===== config.mk =====
export PLATFORM = sky130hd
export DESIGN_NAME = fetch_unit
export DESIGN_NICKNAME = d
export VERILOG_FILES = /design/src/rtl/fetch_pkg.sv /design/src/rtl/fetch_fifo.sv /design/src/rtl/fetch_unit.sv
export SDC_FILE = /design/constraint.sdc
export NUM_CORES = 1
export LEC_CHECK = 0
export ABC_AREA = 0
export CELL_PAD_IN_SITES_DETAIL_PLACEMENT = 0
export CELL_PAD_IN_SITES_GLOBAL_PLACEMENT = 1
export CORE_MARGIN = 4
export CORE_UTILIZATION = 38
export DETAILED_ROUTE_END_ITERATION = 6
export PLACE_DENSITY_LB_ADDON = 0.3
export SLEW_MARGIN = 20
export SYNTH_ARGS = -nofsm -noshare
export SYNTH_HDL_FRONTEND = slang
export SYNTH_SLANG_ARGS = --single-unit

===== constraint.sdc =====
create_clock -name clk -period 2.7 [get_ports clk]
set_clock_uncertainty 0.1 [all_clocks]
set_input_delay 0.54 -clock clk [delete_from_list [all_inputs] [get_ports clk]]
set_output_delay 0.54 -clock clk [all_outputs]
set_load 0.05 [all_outputs]

===== src/rtl/fetch_pkg.sv =====
// Shared constants and types for the instruction-fetch front end.
// Optional feature macro: FETCH_PERF_EN (adds fetch/stall counters to fetch_unit).
package fetch_pkg;

  // Bytes per instruction; the PC advances by this much per issued fetch.
  localparam int INSTR_BYTES = 4;

  // Canonical no-op encoding (addi x0, x0, 0) for consumers that need a filler word.
  localparam logic [31:0] NOP_INSTR = 32'h0000_0013;

  // Low PC bits that must be zero for an aligned instruction address.
  localparam logic [31:0] PC_LOW_BITS = 32'h0000_0003;

  // Default buffer entry: the PC a word was fetched from and the word itself.
  typedef struct packed {
    logic [31:0] pc;
    logic [31:0] instr;
  } fetch_entry_t;

endpackage


===== src/rtl/fetch_fifo.sv =====
// Small synchronous FIFO holding fetched {pc, instr} entries.
// Flush empties the buffer in one cycle; the head slot is always visible.
import fetch_pkg::*;

module fetch_fifo #(
  parameter int  DEPTH   = 2,
  parameter type entry_t = fetch_entry_t,
  localparam int PTR_W   = (DEPTH > 1) ? $clog2(DEPTH) : 1,
  localparam int CNT_W   = PTR_W + 1
) (
  input  logic             clk,
  input  logic             reset,
  input  logic             push,
  input  entry_t           push_data,
  input  logic             pop,
  input  logic             flush,
  output logic [CNT_W-1:0] count,
  output entry_t           head
);

  entry_t             mem [DEPTH];
  logic [PTR_W-1:0]   wr_ptr;
  logic [PTR_W-1:0]   rd_ptr;

  assign head = mem[rd_ptr];

  // Storage, pointers and occupancy; DEPTH is a power of two so pointers wrap naturally.
  always_ff @(posedge clk or negedge reset) begin
    if (!reset) begin
      for (int i = 0; i < DEPTH; i++) begin
        mem[i] <= '0;
      end
      wr_ptr <= '0;
      rd_ptr <= '0;
      count  <= '0;
    end else if (flush) begin
      wr_ptr <= '0;
      rd_ptr <= '0;
      count  <= '0;
    end else begin
      if (push) begin
        mem[wr_ptr] <= push_data;
        wr_ptr      <= wr_ptr + PTR_W'(1);
      end
      if (pop) begin
        rd_ptr <= rd_ptr + PTR_W'(1);
      end
      count <= count + CNT_W'(push) - CNT_W'(pop);
    end
  end

endmodule


===== src/rtl/fetch_unit.sv =====
// Instruction-fetch front end: owns the PC, drives the ROM address every cycle,
// captures the registered ROM word one cycle later and buffers {pc, instr} for decode.
// Optional feature macro: FETCH_PERF_EN (perf_fetched / perf_stall counters).
//
// Handshake: decode takes the head entry on any cycle where out_valid and out_ready
// are both high; out_valid depends only on state, out_ready may change freely and
// out_pc/out_instr are meaningful only while out_valid is high.
import fetch_pkg::*;

module fetch_unit #(
  parameter int                       ADDRESS_WIDTH = 32,
  parameter int                       DATA_WIDTH    = 32,
  parameter logic [ADDRESS_WIDTH-1:0] RESET_PC      = '0,
  parameter int                       FIFO_DEPTH    = 2
) (
  input  logic                     clk,
  input  logic                     reset,
  output logic [ADDRESS_WIDTH-1:0] imem_addr,
  input  logic [DATA_WIDTH-1:0]    imem_instr,
  input  logic                     redirect_valid,
  input  logic [ADDRESS_WIDTH-1:0] redirect_target,
  output logic                     out_valid,
  input  logic                     out_ready,
  output logic [ADDRESS_WIDTH-1:0] out_pc,
  output logic [DATA_WIDTH-1:0]    out_instr
`ifdef FETCH_PERF_EN
  ,
  output logic [31:0]              perf_fetched,
  output logic [31:0]              perf_stall
`endif
);

  localparam int CNT_W = $clog2(FIFO_DEPTH) + 1;
  localparam int OCC_W = CNT_W + 1;

  typedef struct packed {
    logic [ADDRESS_WIDTH-1:0] pc;
    logic [DATA_WIDTH-1:0]    instr;
  } entry_t;

  logic [ADDRESS_WIDTH-1:0] pc;
  logic [ADDRESS_WIDTH-1:0] req_pc;
  logic                     req_pending;
  logic [CNT_W-1:0]         count;
  logic [OCC_W-1:0]         occupancy;
  logic                     deq;
  logic                     issue;
  logic                     push;
  entry_t                   push_data;
  entry_t                   head;

  assign imem_addr = pc;
  assign out_valid = (count != '0);
  assign out_pc    = head.pc;
  assign out_instr = head.instr;

  assign deq = out_valid & out_ready;

  // Entries the buffer will hold once this cycle's response and pop settle; a new
  // request is only issued when its response is guaranteed a free slot.
  assign occupancy = OCC_W'(count) + OCC_W'(req_pending) - OCC_W'(deq);
  assign issue     = !redirect_valid && (occupancy < OCC_W'(FIFO_DEPTH));

  // A response from the previous cycle's request is dropped if a redirect lands now.
  assign push            = req_pending & !redirect_valid;
  assign push_data.pc    = req_pc;
  assign push_data.instr = imem_instr;

  // PC and outstanding-request tracking; a redirect kills the in-flight request.
  always_ff @(posedge clk or negedge reset) begin
    if (!reset) begin
      pc          <= RESET_PC;
      req_pc      <= '0;
      req_pending <= 1'b0;
    end else if (redirect_valid) begin
      pc          <= redirect_target & ~ADDRESS_WIDTH'(PC_LOW_BITS);
      req_pending <= 1'b0;
    end else if (issue) begin
      pc          <= pc + ADDRESS_WIDTH'(INSTR_BYTES);
      req_pc      <= pc;
      req_pending <= 1'b1;
    end else begin
      req_pending <= 1'b0;
    end
  end

  fetch_fifo #(
    .DEPTH   (FIFO_DEPTH),
    .entry_t (entry_t)
  ) u_fifo (
    .clk       (clk),
    .reset     (reset),
    .push      (push),
    .push_data (push_data),
    .pop       (deq),
    .flush     (redirect_valid),
    .count     (count),
    .head      (head)
  );

`ifdef FETCH_PERF_EN
  // Free-running wrap-around counters of buffered fetches and back-pressured cycles.
  always_ff @(posedge clk or negedge reset) begin
    if (!reset) begin
      perf_fetched <= '0;
      perf_stall   <= '0;
    end else begin
      if (push) begin
        perf_fetched <= perf_fetched + 32'd1;
      end
      if (out_valid && !out_ready) begin
        perf_stall <= perf_stall + 32'd1;
      end
    end
  end
`endif

endmodule


==> results of run 1 <==
metrics by stage:
step           cell area, um^2  setup slack (ps)  power (mW)  hold WS, ps
3_3_place_gp             10500              -621        12.1          381
4_1_cts                  11200             -77.7        15.0          405
3_5_place_dp             10500              -648        12.3          389
6_report                 11400              -120        15.0          403
5_1_grt                  11400              -199        15.7          414
2_1_floorplan             8660              -182        10.1          144
cell families (layout without fill, tap and decap cells):
| family | Yosys count | after routing |
|---|---|---|
| adders and majority gates | 5 | 5 |
| xor gates and xnor gates | 33 | 33 |
| AOI/OAI and AO/OA | 30 | 30 |
| DFF | 189 | 189 |
| muxes | 217 | 217 |
| and+or+nand+nor | 96 | 96 |
| buffers and inverters | 43 | 240 |
| other | 1 | 4 |
flip-flops by register name (all words and copies together), names as in the netlist:
signal,flops
imem_addr,30
u_fifo.wr_ptr,1
u_fifo.count,2
u_fifo.rd_ptr,1
req_pending,1
u_fifo.mem,124
req_pc,30
power breakdown:
| part | switching, mW | internal [mW] | leakage, nW |
|---|---|---|---|
| Sequential | 0.779 | 4.05 | 2.32 |
| Combinational | 4.28 | 3.40 | 2.44 |
| Clock | 1.08 | 1.40 | 0.277 |
| Total | 6.15 | 8.84 | 5.04 |
worst max-delay path by stage:
| stage | start | end | slack [ps] |
|---|---|---|---|
| 5_1_grt | u_fifo.count[1]$_DFF_PN0_ | imem_addr[27]$_DFFE_PN0P_ | -200 |
| 6_report | u_fifo.count[1]$_DFF_PN0_ | req_pc[24]$_DFFE_PN0P_ | -120 |
| 3_5_place_dp | out_ready | req_pc[10]$_DFFE_PN0P_ | -650 |
| 3_3_place_gp | out_ready | req_pc[14]$_DFFE_PN0P_ | -620 |
| 2_1_floorplan | u_fifo.count[1]$_DFF_PN0_ | req_pc[4]$_DFFE_PN0P_ | -180 |
| 4_1_cts | u_fifo.count[1]$_DFF_PN0_ | req_pc[21]$_DFFE_PN0P_ | -80 |
area by class of cell:
class	instances	area (um^2)	area share
Timing Repair Buffer	201	1920	0.169
Inverter	7	31.3	0.00275
Sequential cell	189	4730	0.416
Clock buffer	20	447	0.0393
Tap cell	280	350	0.0308
Multi-Input combinational cell	385	3760	0.330
Clock inverter	12	136	0.0120
placed cells by master, fill, tap and decap left out, types with 7 or more instances in the layout:
cell type,count
o21ai_1,22
clkdlybuf4s50_1,93
clkbuf_16,18
xnor2_1,8
nand2_1,37
dfrtp_1,187
o21ai_0,7
mux2_2,187
xor2_1,23
nand4_1,8
mux2_4,29
buf_4,81
buf_6,11
nand3_1,7
nand3_2,8
cell usage after synthesis, drive strengths merged:
cell type / n
ha: 4
and4b: 1
mux2: 216
xnor2: 9
fa: 1
o21ai: 30
buf: 23
nand3: 16
nor3: 5
xor2: 24
nand4: 9
or3: 1
nand2: 43
conb: 1
nand4b: 1
mux2i: 1
nand3b: 1
nor2b: 3
nor4: 5
and4: 1
and3: 1
clkbuf: 12
nor2: 5
and2: 3
inv: 7
nand2b: 1
dlygate4sd1: 1
dfrtp: 189
critical path, stage by stage, from the launching register on:
cell and delay [ps]:
dfrtp_2 430, inv_4 80, nand2_8 40, and2_4 140
ha_4 220, inv_4 50, nand2_2 50, fa_2 550
inv_2 50, or3_4 480, clkbuf_16 210, mux2_4 300
metal layers:
metal | wire length [um] | share of wire
met1 | 9620 | 0.47
met2 | 9710 | 0.47
met3 | 888 | 0.043
met4 | 293 | 0.014
met5 | 0 | 0
timing repair:
action | 4_1_cts | 5_1_grt
resized for setup | 38 | 20
endpoints found under the setup margin | 51 | 57
pin swaps | 9 | 10
cloned | 2 | 1
setup buffers | 4 | 5
hold buffers | 1 | 0
hold endpoints to repair | 49 | 0
==> results.sh, run 1 <==
export IMPL_synth_cells=614
export IMPL_dieHeight_um=158
export IMPL_root_buffer="clkbuf_16"
export IMPL_clk_pin_slew_ps=70
export IMPL_worst_pin_slew_ps=945
export IMPL_syn_to_final_growth_pct=32.5
export IMPL_wirelength_mm=20.5
export IMPL_synth_compound_area_frac=0.0175
export IMPL_violations="setup timing"
export IMPL_synth_seq_cells=189
export IMPL_worst_slack_ps=-120
export IMPL_setup_violations=38
export IMPL_cts_buffers=17
export IMPL_fin_cells=1094
export IMPL_met2_usage=0.265
export IMPL_synth_top_area_frac=0.551
export IMPL_leakagePower_nw=5.04
export IMPL_synthesis_area_um2=8580
export IMPL_cts_sinks=189
export IMPL_hp_start="u_fifo.mem[16]$_DFFE_PN0P_"
export IMPL_avgSynthCellArea_um2=14.0
export IMPL_fin_util=0.516
export IMPL_grt_pass1_wl_mm=32.5
export IMPL_crit_type="reg -> reg"
export IMPL_rsz0062_at_grt="yes"
export IMPL_rows=54
export IMPL_grt_use_met1=0.232
export IMPL_cap_violations=0
export IMPL_setup_tns_ps=-2870
export IMPL_critPathCaptureType="flip-flop"
export IMPL_hold_path_class="reg -> reg"
export IMPL_die_x_um=158
export IMPL_clkLatencyLatePin_ps=420
export IMPL_ios=165
export IMPL_ff2ff_path_depth=11
export IMPL_ant_nets=0
export IMPL_synth_area_leaders="dfrtp_1 (55%), mux2_2 (25%), mux2_4 (4.7%)"
export IMPL_yosysSeqAreaShare=0.551
export IMPL_cp_start_kind="flip-flop"
export IMPL_drt_iter0_drc=227
export IMPL_synth_cell_type_count=41
export IMPL_hpwlAfterDp_mm=13.9
export IMPL_power_density_nw_per_um2=1320
export IMPL_initial_core_util=0.390
export IMPL_r2r_end="req_pc[24]$_DFFE_PN0P_"
export IMPL_drive_above_1_share=0.471
export IMPL_h_tree_depth=4
export IMPL_cp_max_fo=6
export IMPL_grt_ovfl_total=0
export IMPL_synth_area_leader_cell="dfrtp_1"
export IMPL_reg2reg_from="u_fifo.count[1]$_DFF_PN0_"
export IMPL_outcome="finished with violations"
export IMPL_clock_fmax_mhz=355
export IMPL_grt_pass1_vias=6051
export IMPL_fillers=1888
export IMPL_min_to="u_fifo.mem[16]$_DFFE_PN0P_"
export IMPL_synth_top_family_by_area="multiplexers"
export IMPL_ir_drop_v=0.000445
export IMPL_slew_viol_final=0
export IMPL_drc_errors=0
export IMPL_yosys_area_share_simple=0.0617
export IMPL_vias=5474
export IMPL_track_usage=0.166
export IMPL_diodes=0
export IMPL_hold_viol_final=0
export IMPL_synth_warnings=0
export IMPL_layout_nets=874
export IMPL_r2r_slack_ps=-120
export IMPL_synthMuxAreaShare=0.296
export IMPL_fin_crit_ps=2820
export IMPL_dp_cells=1049
export IMPL_crit_arrival_ps=3020
export IMPL_grt_busiest_layer="met2"
export IMPL_post_route_period_util=1.04
export IMPL_cts_max_path_buffers=2
export IMPL_synth_fa_ha_area_frac=0.00817
export IMPL_grt_use_met3=0.0275
export IMPL_gp_congestion=0.786
export IMPL_io_buffers=158
export IMPL_core_um2=22000
export IMPL_drt_first_pass_iters=4
export IMPL_grt_max_degree=63
export IMPL_slew_headroom=0.370
export IMPL_hold_depth=1
export IMPL_vias_per_cell=5.00
export IMPL_wl_per_cell_um=18.8
export IMPL_dieArea_um2=25000
export IMPL_cp_required_ps=2900
export IMPL_synth_xor_area_frac=0.0346
export IMPL_antenna_found_initial=0
export IMPL_cts_tree="yes"
Power figures use the tool's default switching activity.
==> run 2, diff against run 1 <==
--- a/config.mk
+++ b/config.mk
@@ -6,9 +6,8 @@
 export NUM_CORES = 1
 export LEC_CHECK = 0
 export ABC_AREA = 0
-export CELL_PAD_IN_SITES_DETAIL_PLACEMENT = 0
+export CELL_PAD_IN_SITES_DETAIL_PLACEMENT = 1
 export CELL_PAD_IN_SITES_GLOBAL_PLACEMENT = 1
-export CORE_MARGIN = 4
 export CORE_UTILIZATION = 38
 export DETAILED_ROUTE_END_ITERATION = 6
 export PLACE_DENSITY_LB_ADDON = 0.3
==> results.sh, run 2 (same netlist as run 1, synthesis figures left out) <==
export IMPL_cp_start_kind="input pin"
export IMPL_clock_fmax_mhz=356
export IMPL_layout_nets=874
export IMPL_setup_tns_ps=-3250
export IMPL_cts_tree="yes"
export IMPL_clk_pin_slew_ps=70
export IMPL_slew_viol_final=0
export IMPL_cts_max_path_buffers=2
export IMPL_fillers=2186
export IMPL_h_tree_depth=4
export IMPL_diodes=0
export IMPL_critPathCaptureType="flip-flop"
export IMPL_drt_iter0_drc=228
export IMPL_vias_per_cell=5.08
export IMPL_final_cell_mix="mux2_2 (188), dfrtp_1 (187), clkdlybuf4s50_1 (94), buf_4 (91), nand2_1 (37)"
export IMPL_worst_slack_ps=-110
export IMPL_cts_sinks=189
export IMPL_clkLatencyLatePin_ps=420
export IMPL_wl_per_cell_um=19.7
export IMPL_slowest_stage="fa_2"
export IMPL_grt_max_degree=80
export IMPL_fin_util=0.518
export IMPL_grt_ovfl_total=0
export IMPL_regMostFlops="u_fifo.mem"
export IMPL_dieArea_um2=23200
export IMPL_hold_buffers=0
export IMPL_placed_area_um2=10600
export IMPL_power_density_nw_per_um2=1330
export IMPL_track_usage=0.195
export IMPL_final_common_cell="mux2_2"
export IMPL_drt_first_pass_iters=7
export IMPL_gp_congestion=0.765
export IMPL_ios=165
export IMPL_drc_errors=13
export IMPL_cap_violations=0
export IMPL_cp_max_fo=5
export IMPL_syn_to_final_growth_pct=32.6
export IMPL_initial_core_util=0.391
export IMPL_die_x_um=152
export IMPL_outcome="finished with violations"
export IMPL_io_buffers=158
export IMPL_p_total_mw=15.1
export IMPL_antenna_found_initial=0
export IMPL_largest_reg_flops=124
export IMPL_multi_input_area_um2=3740
export IMPL_cp_required_ps=2910
export IMPL_dp_cells=1053
export IMPL_fin_hold_ws_ps=45.5
export IMPL_crit_type="in -> reg"
export IMPL_ant_nets=0
export IMPL_drive_above_1_share=0.478
export IMPL_slew_headroom=0.566
export IMPL_core_um2=22000
export IMPL_hpwlAfterDp_mm=14.8
export IMPL_fin_cells=1093
export IMPL_cts_buffers=17
export IMPL_crit_arrival_ps=3020
export IMPL_cp_cell_sequence="clkdlybuf4s50_1 > and2_4 > ha_4 > inv_4 > nand2_2 > fa_2 > inv_2 > buf_6 > nor3_2 > buf_4 > nand4_1 > xnor2_1 > mux2_4"
export IMPL_dieHeight_um=152
export IMPL_rows=54
export IMPL_hold_viol_final=0
export IMPL_grt_pass1_wl_mm=35.2
export IMPL_fin_crit_ps=2810
export IMPL_wirelength_mm=21.6
export IMPL_setup_violations=45
export IMPL_root_buffer="clkbuf_16"
export IMPL_rsz0062_at_grt="yes"
export IMPL_cpPeakStageDelay_ps=550
export IMPL_hold_path_class="in -> async"
export IMPL_seq_area_um2=4730
export IMPL_stdcell_area_um2=11400
export IMPL_pre_cts_slack_ps=-637
export IMPL_worst_pin_slew_ps=651
export IMPL_post_route_period_util=1.04
export IMPL_vias=5556
export IMPL_grt_pass1_vias=6325
export IMPL_ff2ff_path_depth=14
export IMPL_ir_drop_v=0.000509
export IMPL_leakagePower_nw=5.04
export IMPL_violations="DRC, setup timing"
==> run 2: metal layers <==
| layer | up-vias | wire length, um | track usage | part of all wire |
|---|---|---|---|---|
| li1 | 2536 | - | - | - |
| met1 | 2879 | 9790 | 0.261 | 0.45 |
| met2 | 118 | 10700 | 0.328 | 0.49 |
| met3 | 23 | 750 | 0.0262 | 0.035 |
| met4 | 0 | 372 | 0.0661 | 0.017 |
| met5 | - | 0 | 0 | 0 |
==> run 2: worst max-delay path, delay by kind of cell <==
| family | cells | cell delay, ps |
|---|---|---|
| buf+inv | 5 | 820 |
| fa+ha+maj | 2 | 750 |
| simple gates | 4 | 450 |
| mux | 1 | 270 |
| xor+xnor | 1 | 180 |
==> run 2: power breakdown <==
| group | switching (mW) | internal (mW) |
|---|---|---|
| registers | 0.807 | 4.05 |
| clock network | 1.08 | 1.51 |
| logic | 4.32 | 3.38 |
| total | 6.20 | 8.95 |
==> run 2: final timing paths <==
check	slack (ps)	startpoint	to
worst min-delay path	50	reset	u_fifo.mem[29]$_DFFE_PN0P_
worst max-delay path	-110	out_ready	imem_addr[27]$_DFFE_PN0P_
worst min register to register	400	u_fifo.mem[3]$_DFFE_PN0P_	u_fifo.mem[3]$_DFFE_PN0P_
min in group clk	370	redirect_valid	u_fifo.count[0]$_DFF_PN0_
max in group asynchronous	1630	reset	req_pc[29]$_DFFE_PN0P_
worst max register to register	-100	u_fifo.count[1]$_DFF_PN0_	imem_addr[27]$_DFFE_PN0P_
==> run 2: layout make-up <==
cell class	count	share of cell area
Multi-Input combinational cell	385	0.329
Clock inverter	12	0.0141
Tap cell	280	0.0308
Sequential cell	189	0.416
Timing Repair Buffer	201	0.168
Clock buffer	19	0.0398
Inverter	7	0.00275
==> run 2: timing repair <==
action,4_1_cts,5_1_grt
cloned,2,1
endpoints found under the setup margin,52,58
gates resized for setup,19,16
pin swaps,2,6
setup buffers,3,3
==> run 3, diff against run 2 <==
--- a/config.mk
+++ b/config.mk
@@ -10,7 +10,7 @@
 export CELL_PAD_IN_SITES_GLOBAL_PLACEMENT = 1
 export CORE_UTILIZATION = 38
 export DETAILED_ROUTE_END_ITERATION = 6
-export PLACE_DENSITY_LB_ADDON = 0.3
+export PLACE_DENSITY_LB_ADDON = 0.08
 export SLEW_MARGIN = 20
 export SYNTH_ARGS = -nofsm -noshare
 export SYNTH_HDL_FRONTEND = slang
==> results.sh, run 3 (same netlist as run 1, synthesis figures left out) <==
export IMPL_outcome="finished with violations"
export IMPL_violations="DRC, setup timing"
export IMPL_fin_crit_ps=2800
export IMPL_fin_cells=1090
export IMPL_multi_input_area_um2=3740
export IMPL_ios=165
export IMPL_setup_violations=48
export IMPL_cts_tree="yes"
export IMPL_drc_errors=10
export IMPL_dieHeight_um=152
export IMPL_track_usage=0.194
export IMPL_cp_required_ps=2950
export IMPL_final_common_cell="mux2_2"
export IMPL_gp_congestion=0.746
export IMPL_ff2ff_path_depth=15
export IMPL_vias=5470
export IMPL_wl_per_cell_um=19.3
export IMPL_largest_reg_flops=124
export IMPL_io_buffers=158
export IMPL_syn_to_final_growth_pct=31.8
export IMPL_core_um2=22000
export IMPL_h_tree_depth=4
export IMPL_cts_max_path_buffers=2
export IMPL_regMostFlops="u_fifo.mem"
export IMPL_clock_fmax_mhz=357
export IMPL_clk_pin_slew_ps=70
export IMPL_fin_util=0.515
export IMPL_dieArea_um2=23200
export IMPL_crit_arrival_ps=3050
export IMPL_cts_buffers=17
export IMPL_post_route_period_util=1.04
export IMPL_hpwlAfterDp_mm=14.5
export IMPL_clkLatencyLatePin_ps=420
export IMPL_leakagePower_nw=5.01
export IMPL_hold_buffers=0
export IMPL_vias_per_cell=5.02
export IMPL_slew_viol_final=0
export IMPL_antenna_found_initial=0
export IMPL_ant_nets=0
export IMPL_drt_first_pass_iters=7
export IMPL_worst_slack_ps=-105
export IMPL_p_total_mw=14.9
export IMPL_grt_pass1_wl_mm=35.1
export IMPL_drt_iter0_drc=153
export IMPL_pre_cts_slack_ps=-635
export IMPL_final_cell_mix="mux2_2 (189), dfrtp_1 (187), clkdlybuf4s50_1 (94), buf_4 (86), nand2_1 (37)"
export IMPL_grt_pass1_vias=6289
export IMPL_grt_max_degree=74
export IMPL_drive_above_1_share=0.470
export IMPL_grt_ovfl_total=0
export IMPL_cts_sinks=189
export IMPL_critPathCaptureType="flip-flop"
export IMPL_ir_drop_v=0.000518
export IMPL_rsz0062_at_grt="yes"
export IMPL_cp_max_fo=6
export IMPL_cp_start_kind="input pin"
export IMPL_dp_cells=1051
export IMPL_seq_area_um2=4730
export IMPL_fillers=2179
export IMPL_wirelength_mm=21.1
export IMPL_worst_pin_slew_ps=646
export IMPL_cap_violations=0
export IMPL_stdcell_area_um2=11300
export IMPL_placed_area_um2=10600
export IMPL_rows=54
export IMPL_slew_headroom=0.569
export IMPL_initial_core_util=0.391
export IMPL_layout_nets=870
export IMPL_diodes=0
export IMPL_hold_path_class="in -> async"
export IMPL_crit_type="in -> reg"
export IMPL_die_x_um=152
export IMPL_power_density_nw_per_um2=1320
export IMPL_root_buffer="clkbuf_16"
export IMPL_hold_viol_final=0
[run 3: changes by cell type in the layout (fill, tap and decap cells not counted), sizes merged]
cell    previous run  this run
buf              105       102
clkbuf            21        22
bufinv             3         2
[run 3: cell type report]
type	count	share of cell area
Clock inverter	11	0.0118
Inverter	7	0.00277
Tap cell	280	0.0310
Timing Repair Buffer	197	0.165
Sequential cell	189	0.419
Clock buffer	21	0.0407
Multi-Input combinational cell	385	0.330
[run 3: critical path, cell delays in order]
cell,delay [ps]
clkdlybuf4s50_1,450
and2_4,160
ha_4,200
inv_4,50
nand2_2,50
fa_2,380
xor2_4,170
buf_6,130
buf_4,130
nor3_4,200
buf_6,170
nand4_1,110
xor2_1,170
o21ai_1,130
[run 3: path summary, 6_finish.rpt]
kind                                              endpoint                       start  slack, ps
worst max-delay path             imem_addr[12]$_DFFE_PN0P_                   out_ready       -100
worst min-delay path            u_fifo.mem[89]$_DFFE_PN0P_                       reset         30
worst max register to register   imem_addr[12]$_DFFE_PN0P_   u_fifo.count[1]$_DFF_PN0_        -90
worst min register to register  u_fifo.mem[15]$_DFFE_PN0P_  u_fifo.mem[15]$_DFFE_PN0P_        400
max in group asynchronous        u_fifo.mem[2]$_DFFE_PN0P_                       reset       1730
min in group clk                u_fifo.mem[15]$_DFFE_PN0P_  u_fifo.mem[15]$_DFFE_PN0P_        400
[run 3: layer usage]
| layer | track usage | vias to the layer above | wire length [um] |
|---|---|---|---|
| li1 | - | 2516 | - |
| met1 | 0.251 | 2834 | 9440 |
| met2 | 0.338 | 105 | 10800 |
| met3 | 0.0336 | 15 | 656 |
| met4 | 0.0481 | 0 | 223 |
| met5 | 0 | - | 0 |
[run 3: per-stage QoR]
stage / hold WS [ps] / TNS [ps]
4_1_cts: 53.0 / -4300
5_1_grt: 58.0 / -6260
3_3_place_gp: 381 / -29670
2_1_floorplan: 144 / -5040
3_5_place_dp: 390 / -33120
6_report: 33.8 / -2090
[run 3: timing repair]
action | 4_1_cts | 5_1_grt
gates resized for setup | 25 | 4
cloned | 1 | 0
pin swaps | 8 | 9
setup endpoints to repair | 53 | 57
setup buffers | 3 | 3
[run 3: where the power goes]
group	switching (mW)	internal [mW]	total, mW	leakage [nW]
clock network	1.09	1.43	2.52	0.289
logic	4.26	3.28	7.54	2.40
registers	0.780	4.05	4.83	2.32
total	6.13	8.76	14.9	5.01
